`config.mk`:
```
export PLATFORM = sky130hd
export DESIGN_NAME = fft8_frame_ctrl
export DESIGN_NICKNAME = d
export VERILOG_FILES = /design/src/rtl/fft8_frame_ctrl.sv
export SDC_FILE = /design/constraint.sdc
export NUM_CORES = 1
export LEC_CHECK = 0
export CORE_ASPECT_RATIO = 1.2
export CORE_MARGIN = 5
export CORE_UTILIZATION = 44
export DETAILED_ROUTE_END_ITERATION = 8
export PLACE_DENSITY = 0.74
export SLEW_MARGIN = 30
export SYNTH_ARGS = -nofsm -noshare
export SYNTH_HDL_FRONTEND = slang
export SYNTH_SLANG_ARGS = --single-unit
```
`constraint.sdc`:
```
create_clock -name clk -period 34.4 [get_ports clk]
set_input_delay 10.32 -clock clk [delete_from_list [all_inputs] [get_ports clk]]
set_output_delay 10.32 -clock clk [all_outputs]
set_load 0.02 [all_outputs]
```
`src/rtl/fft8_frame_ctrl.sv`:
```
// fft8_frame_ctrl: sequencing controller around an 8-point FFT core.
// Gathers one 8-sample frame from a valid/ready stream, presents it in
// parallel to the core, enables the core for its pipeline latency,
// captures the 8 bins and streams them back out with backpressure.
// Malformed frames (short or long) raise a one-cycle frame_err and the
// controller resynchronises on the next s_last.
module fft8_frame_ctrl #(
    parameter int IN_W    = 8,
    parameter int OUT_W   = 11,
    parameter int FFT_LAT = 2,
    parameter int CNT_W   = 16
) (
    input  logic                 clk,
    input  logic                 rst,
    // input sample stream
    input  logic                 s_valid,
    output logic                 s_ready,
    input  logic [IN_W-1:0]      s_re,
    input  logic [IN_W-1:0]      s_im,
    input  logic                 s_last,
    // FFT core interface
    output logic                 fft_en,
    output logic [8*IN_W-1:0]    fft_i_re,
    output logic [8*IN_W-1:0]    fft_i_im,
    input  logic [8*OUT_W-1:0]   fft_o_re,
    input  logic [8*OUT_W-1:0]   fft_o_im,
    // result stream
    output logic                 m_valid,
    input  logic                 m_ready,
    output logic [OUT_W-1:0]     m_re,
    output logic [OUT_W-1:0]     m_im,
    output logic [2:0]           m_idx,
    output logic                 m_last,
    // status
    output logic                 busy,
    output logic                 frame_err,
    output logic [CNT_W-1:0]     frame_cnt
);

    localparam int LAT_W = (FFT_LAT < 2) ? 1 : $clog2(FFT_LAT);
    localparam logic [LAT_W-1:0] LAT_LAST = LAT_W'(FFT_LAT - 1);

    typedef enum logic [2:0] {
        LOAD   = 3'd0,
        SYNC   = 3'd1,
        RUN    = 3'd2,
        CAP    = 3'd3,
        UNLOAD = 3'd4
    } state_t;

    state_t             state;
    state_t             next_state;
    logic [2:0]         wr_cnt;
    logic [2:0]         rd_cnt;
    logic [LAT_W-1:0]   lat_cnt;
    logic               s_ready_q;
    logic               frame_err_q;
    logic [CNT_W-1:0]   frame_cnt_q;

    logic [IN_W-1:0]    in_re  [8];
    logic [IN_W-1:0]    in_im  [8];
    logic [OUT_W-1:0]   out_re [8];
    logic [OUT_W-1:0]   out_im [8];

    // Decoded events used by both the next-state logic and the registers.
    logic accept;
    logic in_last_slot;
    logic short_frame;
    logic long_frame;
    logic out_hs;
    logic out_done;

    assign accept       = s_valid && s_ready_q;
    assign in_last_slot = (wr_cnt == 3'd7);
    assign short_frame  = (state == LOAD) && accept && s_last && !in_last_slot;
    assign long_frame   = (state == LOAD) && accept && !s_last && in_last_slot;
    assign out_hs       = (state == UNLOAD) && m_ready;
    assign out_done     = out_hs && (rd_cnt == 3'd7);

    // Next-state selection; every path starts from the hold default.
    // NOTE: the default assignment at the top of an always_comb is what keeps
    // a case arm that forgets a target from turning into a latch.
    always_comb begin
        next_state = state;
        case (state)
            LOAD: begin
                if (accept && in_last_slot) begin
                    next_state = s_last ? RUN : SYNC;
                end
            end
            SYNC: begin
                if (accept && s_last) begin
                    next_state = LOAD;
                end
            end
            RUN: begin
                if (lat_cnt == LAT_LAST) begin
                    next_state = CAP;
                end
            end
            CAP: begin
                next_state = UNLOAD;
            end
            UNLOAD: begin
                if (out_done) begin
                    next_state = LOAD;
                end
            end
            default: begin
                next_state = LOAD;
            end
        endcase
    end

    // State register plus all control counters and status flags.
    // NOTE: registered state uses non-blocking assignments so every flop in
    // this block sees the pre-edge values of its neighbours.
    always_ff @(posedge clk or posedge rst) begin
        if (rst) begin
            state       <= LOAD;
            wr_cnt      <= 3'd0;
            rd_cnt      <= 3'd0;
            lat_cnt     <= '0;
            s_ready_q   <= 1'b0;
            frame_err_q <= 1'b0;
            frame_cnt_q <= '0;
        end else begin
            state <= next_state;

            // s_ready is registered from the upcoming state so it is low in
            // reset and rises on the first edge afterwards.
            s_ready_q <= (next_state == LOAD) || (next_state == SYNC);

            frame_err_q <= short_frame || long_frame;

            if (state == LOAD && accept) begin
                if (s_last || in_last_slot) begin
                    wr_cnt <= 3'd0;
                end else begin
                    wr_cnt <= wr_cnt + 3'd1;
                end
            end else if (state == SYNC) begin
                wr_cnt <= 3'd0;
            end

            if (state == RUN) begin
                lat_cnt <= lat_cnt + LAT_W'(1);
            end else begin
                lat_cnt <= '0;
            end

            if (state == CAP) begin
                rd_cnt <= 3'd0;
            end else if (out_hs) begin
                rd_cnt <= rd_cnt + 3'd1;
            end

            if (out_done) begin
                frame_cnt_q <= frame_cnt_q + CNT_W'(1);
            end
        end
    end

    // Frame buffers: input samples land by slot, core results by bin.
    // NOTE: these buffers sit on the async reset so a frame aborted by reset
    // can never leak stale samples or bins into the next one.
    always_ff @(posedge clk or posedge rst) begin
        if (rst) begin
            for (int k = 0; k < 8; k++) begin
                in_re[k]  <= '0;
                in_im[k]  <= '0;
                out_re[k] <= '0;
                out_im[k] <= '0;
            end
        end else begin
            // A short-frame terminator is discarded rather than stored.
            if (state == LOAD && accept && !short_frame) begin
                in_re[wr_cnt] <= s_re;
                in_im[wr_cnt] <= s_im;
            end
            if (state == CAP) begin
                for (int k = 0; k < 8; k++) begin
                    out_re[k] <= fft_o_re[k*OUT_W +: OUT_W];
                    out_im[k] <= fft_o_im[k*OUT_W +: OUT_W];
                end
            end
        end
    end

    // Parallel core inputs come straight from the input buffer registers,
    // so they cannot move while RUN holds them.
    always_comb begin
        fft_i_re = '0;
        fft_i_im = '0;
        for (int k = 0; k < 8; k++) begin
            fft_i_re[k*IN_W +: IN_W] = in_re[k];
            fft_i_im[k*IN_W +: IN_W] = in_im[k];
        end
    end

    // Output side: bin selected by rd_cnt, which only moves on a handshake,
    // so data and index hold steady under backpressure.
    always_comb begin
        m_valid = (state == UNLOAD);
        m_re    = out_re[rd_cnt];
        m_im    = out_im[rd_cnt];
        m_idx   = rd_cnt;
        m_last  = (state == UNLOAD) && (rd_cnt == 3'd7);
    end

    assign s_ready   = s_ready_q;
    assign fft_en    = (state == RUN);
    assign busy      = (state != LOAD) && (state != SYNC);
    assign frame_err = frame_err_q;
    assign frame_cnt = frame_cnt_q;

endmodule

```
==> impl_results.rst, run 1 <==
.. list-table::
   :header-rows: 1

   * - Metric
     - Value
   * - Worst min-delay path startpoint
     - lat_cnt$_DFF_PP0_
   * - DRC
     - 0
   * - Average footprint of a synthesized cell
     - 16.4 µm²
   * - Initial cell density of the core
     - 44.5%
   * - Total half-perimeter wirelength after legalization and detailed placement
     - 25200 µm
   * - Layout overhead on the synthesized area
     - 38.5%
   * - Final #Nets
     - 1422
   * - Setup repair after global routing missed its margin
     - false
   * - Cell at the root of the clock tree
     - clkbuf_16
   * - Flip-flop and latch count after synthesis
     - 332
   * - Hold Path Stages
     - 1
   * - Number of warnings issued by yosys
     - 0
   * - Initial antenna violation count
     - 2
   * - Length in cells of the worst reg-to-reg path
     - 6
   * - Slowest cell on the critical path
     - mux4_2
   * - Kind of capture point of the worst setup path
     - output port
   * - Least-Margin Pin Slew
     - 943 ps
   * - Max Clk Rate
     - 75.7 MHz
   * - Final routed wirelength across all metal layers
     - 35500 µm
   * - CTS Sinks
     - 332
   * - Arr. time, crit path
     - 2900 ps
   * - Core footprint
     - 31300 µm²
   * - Worst hold endpoint
     - lat_cnt$_DFF_PP0_
   * - Number of hold buffers added after CTS
     - 0
   * - Mapped Area
     - 13900 µm²
   * - Resized Gates After CTS
     - 0
   * - Share of cells above drive strength 1
     - 36.0%
   * - Total grt overflow
     - 0
   * - Sequential element share of the synthesized area
     - 59.6%
   * - Number of fill cells
     - 2355
   * - Worst reg2reg path startpoint
     - wr_cnt[0]$_DFFE_PP0P_
   * - Fin. Hold Viols
     - 0
   * - Final setup fails
     - 0
   * - Tightest slew margin relative to the limit
     - 37.0%
   * - Per-cell routed wire length
     - 21.6 µm
   * - Setup slack, reg-to-reg
     - 31430 ps
   * - Critical register-to-register path endpoint
     - fft_i_im[32]$_DFFE_PP0P_
   * - Worst-path cell chain
     - buf_16 -> buf_12 -> mux4_2 -> mux2_2 -> clkdlybuf4s50_1
   * - Number of DRC violations after detailed-routing iteration 0
     - 420
   * - Core Rows
     - 71
   * - Non-Filler Instances
     - 1645
   * - Number of buffers inserted by port buffering
     - 371
   * - Sequential cell area
     - 8310 µm²
   * - Worst hold slack
     - 421 ps
   * - Largest incremental delay on the critical path
     - 580 ps
   * - Final WS setup
     - 21180 ps
   * - Cell area power density
     - 64.5 nW/µm²
   * - Vias in the first global route
     - 9353
   * - Initial DRT Pass Iterations
     - 4
   * - Peak VDD IR
     - 0.0483 mV
   * - Leakage power figure
     - 8.29 nW
   * - Cell type contributing the most total cell area after synthesis
     - dfrtp_1
   * - CTS Buffer Depth
     - 3
   * - Die Y
     - 205 µm
   * - Start-to-end type of the worst setup path
     - flop to output port
   * - CP max FO
     - 28
   * - Buffer and inverter count on the worst path
     - 3
   * - Final instance area
     - 19300 µm²
   * - Cell family contributing the most delay on the critical path
     - buffers and inverters
   * - Clock latency on the worst-skew pair
     - 500 ps
   * - Endpoint required time on the critical path
     - 24080 ps
   * - Post-synthesis cell type count
     - 39
   * - Multi-input gate area in the final layout
     - 5380 µm²
   * - Top area cells in the synthesized netlist
     - dfrtp_1 (60%), mux2_2 (26%), mux4_2 (7.1%)
   * - CTS tree
     - yes
   * - Number of nets in the synthesized netlist
     - 1049
   * - Fin crit share
     - 38.4%
   * - DRT antenna net count
     - 0
   * - Slew Limit Fails
     - 0
   * - Die Footprint
     - 35300 µm²
   * - GRT Util Overall
     - 19.9%
   * - Dpl ws
     - 20890 ps
   * - Maximum number of pins on one net before global-route repair
     - 112
   * - Global-route wire length before repair
     - 54600 µm
   * - Horizontal die dimension
     - 172 µm
   * - Worst Setup Start Kind
     - flop
   * - H-tree levels
     - 2
   * - Synthesized instance count
     - 847
   * - Outcome
     - finished clean
   * - Routed vias
     - 8583
   * - DP Cell Count
     - 1584
   * - Setup Skew
     - 7.87 ps
   * - Setup TNS
     - 0 ps
   * - Number of buffers inserted to repair setup after CTS
     - 0
   * - Routability Congestion
     - 0.764
   * - Num CTS Buffers
     - 35
   * - Post-synth top area share
     - 59.6%
   * - Tightest Hold Check Type
     - flop to flop
   * - Vias per Instance
     - 5.22
   * - I/O pin count
     - 372
   * - Post-CTS clock slew at the launch and capture registers of the worst setup and hold paths
     - 60 ps
   * - Final Critical Period
     - 13220 ps
   * - Placed standard-cell area
     - 18100 µm²
   * - Number of max-capacitance violations reported
     - 0
[power by group]
part / leakage (nW) / switching, mW / internal (mW) / total, mW
clock network: 0.600 / 0.149 / 0.245 / 0.394
registers: 4.18 / 0.0290 / 0.433 / 0.462
logic: 3.52 / 0.180 / 0.209 / 0.389
total: 8.29 / 0.358 / 0.887 / 1.24
[stage by stage]
step	utilization (%)	power [mW]
2_1_floorplan	-	0.684
3_3_place_gp	57.6	0.853
3_5_place_dp	57.8	0.865
4_1_cts	61.6	1.26
5_1_grt	61.7	1.30
6_report	61.7	1.24
[state kept, by name, summed over array words and instances (netlist names)]
signal	cells
fft_i_im	64
fft_i_re	64
frame_cnt	16
frame_err	1
lat_cnt	1
m_idx	3
out_im	88
out_re	88
s_ready	1
state	3
wr_cnt	3
[layer usage]
| metal | GRT usage [%] | routed length, µm |
|---|---|---|
| met3 | 5.02 | 2860 |
| met2 | 34.3 | 18400 |
| met4 | 4.72 | 653 |
| met5 | 0 | 13 |
| met1 | 25.1 | 13600 |
[cell type report]
cell class	count	area share, %
sequential	332	43.1
multi-input combinational	464	27.9
timing repair buffer	384	20.0
clock buffer	52	5.56
tap	401	2.60
clock inverter	8	0.726
inverter	3	0.0973
antenna	1	0.0130
[cell usage in the layout (no fill, tap or decap), types with 2 or more instances in the layout]
cell type        Yosys  routed
nor2_1               2       2
nor3b_1              3       3
clkbuf_1            31       6
nand3_1             14      13
bufinv_16            0       4
xnor2_1             13      13
clkbuf_16            0      37
nor4_4               4       4
clkinv_2             0       4
buf_4                2       6
clkbuf_8             0       9
a32o_1               2       2
mux2_1               4       4
xor2_1               2       2
nand4_1              4       4
clkdlybuf4s50_1      0     371
nor3_1               3       3
and3_1               5       5
dfrtp_1            332     330
nand2_1             14      14
mux2_2             323     323
buf_6                5       5
ha_1                 5       5
a21oi_1              2       2
mux4_2              44      44
nand2b_1             2       2
nor3_4               2       2
inv_1                3       2
and4_1               3       3
[Yosys cell counts, drive strengths merged]
cell      n
xor2      2
o22ai     1
nor3b     4
a21oi     2
mux4     44
nand3    14
or2       2
clkbuf   31
nand2    14
or3       1
a31oi     1
o21a      1
a32o      2
nor3      5
and2      1
buf      17
xnor2    13
and3      5
nand4     4
a41oi     1
nand2b    2
dfrtp   332
o21ai     1
nand3b    1
and4      3
nor4      5
o41ai     1
inv       3
ha        5
mux2    327
nor2      2
[cells by family (layout without fill, tap and decap cells)]
family                     after synthesis  count (layout)  share of synthesized area, %
and+or+nand+nor                         63              63                          3.12
other                                    0               1                             0
buffers and inverters                   51             447                          1.77
adders and majority gates                5               5                         0.449
DFF                                    332             332                          59.6
AOI/OAI and AO/OA                       10              10                         0.521
xor gates and xnor gates                15              15                         0.943
muxes                                  371             371                          33.6
[worst max-delay path by stage]
stage,from,endpoint,cells past startpoint
finish,m_idx[0]$_DFFE_PP0P_,m_im[1],5
global route,m_idx[0]$_DFFE_PP0P_,m_re[3],5
CTS,m_idx[0]$_DFFE_PP0P_,m_im[1],5
detailed placement,rst,m_idx[0]$_DFFE_PP0P_,4
global placement,rst,m_idx[0]$_DFFE_PP0P_,4
floorplan,rst,fft_i_im[0]$_DFFE_PP0P_,1
Power figures use the tool's default switching activity.
==> run 2, diff against run 1 <==
- clock period: 34.4 -> 12.9 ns (I/O delays scaled with it)
==> run 2 against run 1 <==
Net effect: cell area shrank 0.19%; global-route usage grew 0.35 points; largest cell class unchanged; wire length grew 0.80%; core utilization shrank 0.12 points; critical path type unchanged; highest routed layer unchanged.
==> impl_results.rst, run 2 (synthesis results as in run 1) <==
.. list-table::
   :header-rows: 1

   * - Metric
     - Value
   * - Worst hold slack
     - 423 ps (+2.32 ps)
   * - Final WS setup
     - 6010 ps (-15170 ps)
   * - Largest incremental delay on the critical path
     - 740 ps (+160 ps)
   * - Net Sw Power
     - 0.969 mW (+170%)
   * - I/O pin count
     - 372 (unchanged)
   * - Vias per Instance
     - 5.21 (-0.16%)
   * - Placed standard-cell area
     - 18000 µm² (-0.10%)
   * - Internal power summed over all cells
     - 2.31 mW (+160%)
   * - Share of total power in sequential cells
     - 38.2% (+1.1 points)
   * - Number of max-capacitance violations reported
     - 0 (unchanged)
   * - H-tree levels
     - 2 (unchanged)
   * - Worst Setup Start Kind
     - flop
   * - Slowest cell on the critical path
     - dfrtp_4
   * - Number of DRC violations after detailed-routing iteration 0
     - 569 (+35%)
   * - Most common library cell in the layout ignoring fill and taps
     - clkdlybuf4s50_1
   * - Final Core Density
     - 61.6% (-0.12 points)
   * - Fin. Hold Viols
     - 0 (unchanged)
   * - Post-CTS clock slew at the launch and capture registers of the worst setup and hold paths
     - 60 ps (about the same)
   * - Leading cell types in the layout, fill and taps excluded
     - clkdlybuf4s50_1 (371), dfrtp_1 (330), mux2_2 (323)
   * - CTS Buffer Depth
     - 3 (unchanged)
   * - Vias in the first global route
     - 9411 (+0.62%)
   * - Least-Margin Pin Slew
     - 1060 ps (+120 ps)
   * - Global-route wire length before repair
     - 55200 µm (+1.1%)
   * - Share of cells above drive strength 1
     - 36.3% (+0.34 points)
   * - Initial cell density of the core
     - 44.5% (unchanged)
   * - Total grt overflow
     - 0 (unchanged)
   * - CTS Sinks
     - 332 (unchanged)
   * - Max Clk Rate
     - 145 MHz
   * - Final setup fails
     - 0 (unchanged)
   * - Final instance area
     - 19300 µm² (-0.19%)
   * - Arr. time, crit path
     - 3020 ps (+120 ps)
   * - Kind of capture point of the worst setup path
     - output port
   * - Routed vias
     - 8595 (+0.14%)
   * - Slew Limit Fails
     - 0 (unchanged)
   * - DRT antenna net count
     - 0 (unchanged)
   * - Clock Power Share
     - 31.0% (-0.6 points)
   * - Initial DRT Pass Iterations
     - 4 (unchanged)
   * - Start-to-end type of the worst setup path
     - flop to output port
   * - CTS tree
     - yes
   * - Cell family contributing the most delay on the critical path
     - multiplexers
   * - Net switching fraction of the power
     - 29.5% (+0.77 points)
   * - Total half-perimeter wirelength after legalization and detailed placement
     - 25800 µm (+2.4%)
   * - Number of buffers inserted to repair setup after CTS
     - 0 (unchanged)
   * - Peak VDD IR
     - 0.122 mV (+150%)
   * - Cell area power density
     - 170 nW/µm² (+160%)
   * - Endpoint required time on the critical path
     - 9030 ps (-15050 ps)
   * - Layout overhead on the synthesized area
     - 38.2%
   * - Per-cell routed wire length
     - 21.7 µm (+0.50%)
   * - Total power
     - 3.28 mW (+160%)
   * - Routability Congestion
     - 0.813 (+6.4%)
   * - DP Cell Count
     - 1583 (-0.063%)
   * - Tightest Hold Check Type
     - flop to flop
   * - Number of hold buffers added after CTS
     - 0 (unchanged)
   * - Buffer and inverter count on the worst path
     - 2 (-1)
   * - Leakage power figure
     - 8.27 nW (-0.23%)
   * - Resized Gates After CTS
     - 0 (unchanged)
   * - Dpl ws
     - 6360 ps (-14530 ps)
   * - Setup repair after global routing missed its margin
     - false
   * - CP max FO
     - 27 (-3.6%)
   * - Setup Skew
     - 19.7 ps (+11.9 ps)
   * - Setup TNS
     - 0 ps (unchanged)
   * - Die Footprint
     - 35300 µm² (unchanged)
   * - Core Rows
     - 71 (unchanged)
   * - Maximum number of pins on one net before global-route repair
     - 181 (+62%)
   * - Outcome
     - finished clean
   * - Largest registers
     - out_im: 88 flops, out_re: 88 flops
   * - Final #Nets
     - 1421 (-0.070%)
   * - Initial antenna violation count
     - 7 (+5)
   * - Final routed wirelength across all metal layers
     - 35800 µm (+0.80%)
   * - Non-Filler Instances
     - 1650 (+0.30%)
   * - Fin crit share
     - 53.4%
   * - GRT Util Overall
     - 20.2% (+0.35 points)
   * - DRC
     - 0 (unchanged)
   * - Combinational group share of total power
     - 30.8% (-0.5 points)
   * - Cell at the root of the clock tree
     - clkbuf_16
   * - Clock latency on the worst-skew pair
     - 530 ps (+30 ps)
   * - Core footprint
     - 31300 µm² (unchanged)
   * - Num CTS Buffers
     - 34 (-2.9%)
   * - Worst-path cell chain
     - buf_12 -> mux4_2 -> mux2_2 -> clkdlybuf4s50_1
   * - Final Critical Period
     - 6890 ps
   * - Number of fill cells
     - 2404 (+2.1%)
   * - Number of buffers inserted by port buffering
     - 371 (unchanged)
   * - Tightest slew margin relative to the limit
     - 29.2% (-7.8 points)
   * - Horizontal die dimension
     - 172 µm (unchanged)
   * - Die Y
     - 205 µm (unchanged)
-- run 2: cell count changes in the layout (fill, tap and decap cells not counted), sizes merged --
cell | previous run | this run
inv | 3 | 4
clkinv | 4 | 11
diode | 1 | 4
clkinvlp | 0 | 1
clkbuf | 52 | 45
-- run 2: path summary, 6_finish.rpt --
path	startpoint	to	slack (ps)	cells after the start
max	m_idx[0]$_DFFE_PP0P_	m_im[1]	6010	4
min	lat_cnt$_DFF_PP0_	lat_cnt$_DFF_PP0_	420	1
max reg2reg	wr_cnt[0]$_DFFE_PP0P_	fft_i_re[36]$_DFFE_PP0P_	10150	6
min reg2reg	lat_cnt$_DFF_PP0_	lat_cnt$_DFF_PP0_	420	1
max in group asynchronous	rst	fft_i_re[32]$_DFFE_PP0P_	7400	4
min in group asynchronous	rst	frame_cnt[11]$_DFFE_PP0P_	3700	2
-- run 2: power by group through the flow --
stage               registers, mW  clock network, mW  logic, mW
finish                       1.25               1.02       1.01
global route                 1.27               1.09       1.08
CTS                          1.26               1.05       1.03
detailed placement           1.28                  0       1.02
global placement             1.30                  0      0.975
floorplan                    1.32                  0      0.503
-- run 2: layer usage --
layer | vias up | track usage (%) | part of all wire, %
li1 | 3867 | - | -
met1 | 4353 | 24.5 | 38
met2 | 297 | 34.1 | 50
met3 | 72 | 6.00 | 8.5
met4 | 6 | 7.39 | 3.4
met5 | - | 0 | 0.11
-- run 2: final cells by class --
type | count | area, µm² | share of cell area [%]
Clock inverter | 17 | 208 | 1.08
Multi-Input combinational cell | 464 | 5380 | 28.0
Timing Repair Buffer | 384 | 3860 | 20.0
Clock buffer | 45 | 962 | 5.00
Antenna cell | 4 | 10.0 | 0.0520
Sequential cell | 332 | 8310 | 43.2
Tap cell | 401 | 502 | 2.61
Inverter | 3 | 15.0 | 0.0780
==> run 3, diff against run 2 <==
- PLACE_DENSITY: 0.74 -> 0.77
- clock period: 12.9 -> 6 ns (I/O delays scaled with it)
==> run 3 against run 2 <==
Net effect: cell count up 0.30%; global-route usage barely moved; count of clock-buffer cells in the layout up 4; register-to-register slack got worse by 7200 ps; setup slack lost 4900 ps; core utilization grew 0.24 points; via count rose by 1.6%; sequential power up 120%; first-iteration DRC count is 17% lower; flip-flop and latch count is the same; die area stayed put; wire length increased by 0.93%; critical path type unchanged; critical endpoint is now m_re[7].
==> impl_results.rst, run 3 (synthesis results as in run 1) <==
.. list-table::
   :header-rows: 1

   * - Metric
     - Value
   * - Total grt overflow
     - 0 (unchanged)
   * - CP max FO
     - 32 (+19%)
   * - Largest registers
     - out_im: 88 flops, out_re: 88 flops
   * - Core footprint
     - 31300 µm² (unchanged)
   * - Clock latency on the worst-skew pair
     - 500 ps (-30 ps)
   * - GRT Util Overall
     - 20.2% (about the same)
   * - Number of fill cells
     - 2350 (-2.2%)
   * - Number of hold buffers added after CTS
     - 0 (unchanged)
   * - Setup repair after global routing missed its margin
     - false
   * - Worst-path cell chain
     - buf_4 -> mux4_2 -> mux2_2 -> clkdlybuf4s50_1
   * - Setup Skew
     - 13.9 ps (-5.83 ps)
   * - Sequential cell area
     - 8310 µm² (about the same)
   * - Multi-input gate area in the final layout
     - 5380 µm² (about the same)
   * - Total half-perimeter wirelength after legalization and detailed placement
     - 26200 µm (+1.3%)
   * - CTS Sinks
     - 332 (unchanged)
   * - Tightest slew margin relative to the limit
     - 36.6% (+7.5 points)
   * - Resized Gates After CTS
     - 0 (unchanged)
   * - Slew Limit Fails
     - 0 (unchanged)
   * - Fin. Hold Viols
     - 0 (unchanged)
   * - Kind of capture point of the worst setup path
     - output port
   * - Cell at the root of the clock tree
     - clkbuf_16
   * - Endpoint required time on the critical path
     - 4200 ps (-4830 ps)
   * - Final #Nets
     - 1425 (+0.28%)
   * - Setup TNS
     - 0 ps (unchanged)
   * - Vias in the first global route
     - 9504 (+0.99%)
   * - Vias per Instance
     - 5.28 (+1.3%)
   * - Initial DRT Pass Iterations
     - 4 (unchanged)
   * - Leakage power figure
     - 8.30 nW (+0.31%)
   * - Die Y
     - 205 µm (unchanged)
   * - Num CTS Buffers
     - 35 (+2.9%)
   * - Global-route wire length before repair
     - 55600 µm (+0.80%)
   * - Setup slack, reg-to-reg
     - 3000 ps (-7150 ps)
   * - Number of buffers inserted by port buffering
     - 371 (unchanged)
   * - Outcome
     - finished clean
   * - Largest incremental delay on the critical path
     - 930 ps (+190 ps)
   * - Tightest Hold Check Type
     - flop to flop
   * - Fin crit share
     - 81.1%
   * - Arr. time, crit path
     - 3070 ps (+50 ps)
   * - H-tree levels
     - 2 (unchanged)
   * - Per-cell routed wire length
     - 21.9 µm (+0.63%)
   * - Horizontal die dimension
     - 172 µm (unchanged)
   * - DRC
     - 0 (unchanged)
   * - Routability Congestion
     - 0.844 (+3.8%)
   * - Final Critical Period
     - 4870 ps
   * - Number of max-capacitance violations reported
     - 0 (unchanged)
   * - Final setup fails
     - 0 (unchanged)
   * - Routed vias
     - 8735 (+1.6%)
   * - Leading cell types in the layout, fill and taps excluded
     - clkdlybuf4s50_1 (371), dfrtp_1 (329), mux2_2 (323)
   * - Die Footprint
     - 35300 µm² (unchanged)
   * - Start-to-end type of the worst setup path
     - flop to output port
   * - Initial cell density of the core
     - 44.5% (unchanged)
   * - CTS tree
     - yes
   * - Number of DRC violations after detailed-routing iteration 0
     - 474 (-17%)
   * - I/O pin count
     - 372 (unchanged)
   * - Core Rows
     - 71 (unchanged)
   * - Share of cells above drive strength 1
     - 36.4% (+0.073 points)
   * - Peak VDD IR
     - 0.271 mV (+120%)
   * - CTS Buffer Depth
     - 3 (unchanged)
   * - Worst Setup Start Kind
     - flop
   * - Cell area power density
     - 368 nW/µm² (+120%)
   * - Post-CTS clock slew at the launch and capture registers of the worst setup and hold paths
     - 60 ps (about the same)
   * - Most common library cell in the layout ignoring fill and taps
     - clkdlybuf4s50_1
   * - Final routed wirelength across all metal layers
     - 36200 µm (+0.93%)
   * - Max Clk Rate
     - 205 MHz
   * - Worst hold slack
     - 426 ps (+2.90 ps)
   * - Layout overhead on the synthesized area
     - 38.8%
   * - Maximum number of pins on one net before global-route repair
     - 116 (-36%)
   * - Slowest cell on the critical path
     - dfrtp_2
   * - Least-Margin Pin Slew
     - 948 ps (-115 ps)
   * - Number of buffers inserted to repair setup after CTS
     - 0 (unchanged)
   * - Initial antenna violation count
     - 9 (+2)
   * - DRT antenna net count
     - 0 (unchanged)
-- run 3: area by class of cell --
cell class	count	share of cell area, %
well taps	401	2.60
clock inverters	13	0.880
repair buffers	387	20.1
inverters	3	0.0777
clock buffers	49	5.39
diodes	6	0.0777
flip-flops and latches	332	43.0
multi-input cells	464	27.8
-- run 3: layer usage --
metal	part of all wire [%]	global-route usage [%]
met4	2.5	6.09
met5	0.16	0
met1	38	24.4
met3	8.8	5.81
met2	51	35.0
-- run 3: path summary, 6_finish.rpt --
check	depth (start not counted)	end	start
max	4	m_re[7]	m_idx[1]$_DFFE_PP0P_
min	1	lat_cnt$_DFF_PP0_	lat_cnt$_DFF_PP0_
max reg2reg	6	fft_i_im[32]$_DFFE_PP0P_	wr_cnt[0]$_DFFE_PP0P_
min reg2reg	1	lat_cnt$_DFF_PP0_	lat_cnt$_DFF_PP0_
max in group asynchronous	3	out_re[55]$_DFFE_PP0N_	rst
min in group asynchronous	2	out_re[65]$_DFFE_PP0N_	rst
-- run 3: stage by stage --
step | worst slack (ps) | power (mW) | utilization, % | std cells | instance area, µm²
after floorplan | -235 | 3.92 | - | 847 | 13900
after global placement | 1620 | 4.86 | 57.7 | 1585 | 18000
after detailed placement | 1550 | 4.91 | 57.7 | 1585 | 18100
after CTS | 1020 | 7.19 | 61.6 | 1647 | 19300
after global routing | 1020 | 7.43 | 61.8 | 1653 | 19300
final | 1130 | 7.11 | 61.8 | 1655 | 19300
-- run 3: worst max-delay path, delay by kind of cell (launching register included) --
family / cells / cell delay (ps)
buf+inv: 2 / 960
flops: 1 / 930
mux: 2 / 650
-- run 3: power by group --
part	switching, mW	total [mW]	internal [mW]
clock network	0.861	2.24	1.38
logic	0.928	2.11	1.19
registers	0.267	2.75	2.48
total	2.06	7.11	5.05
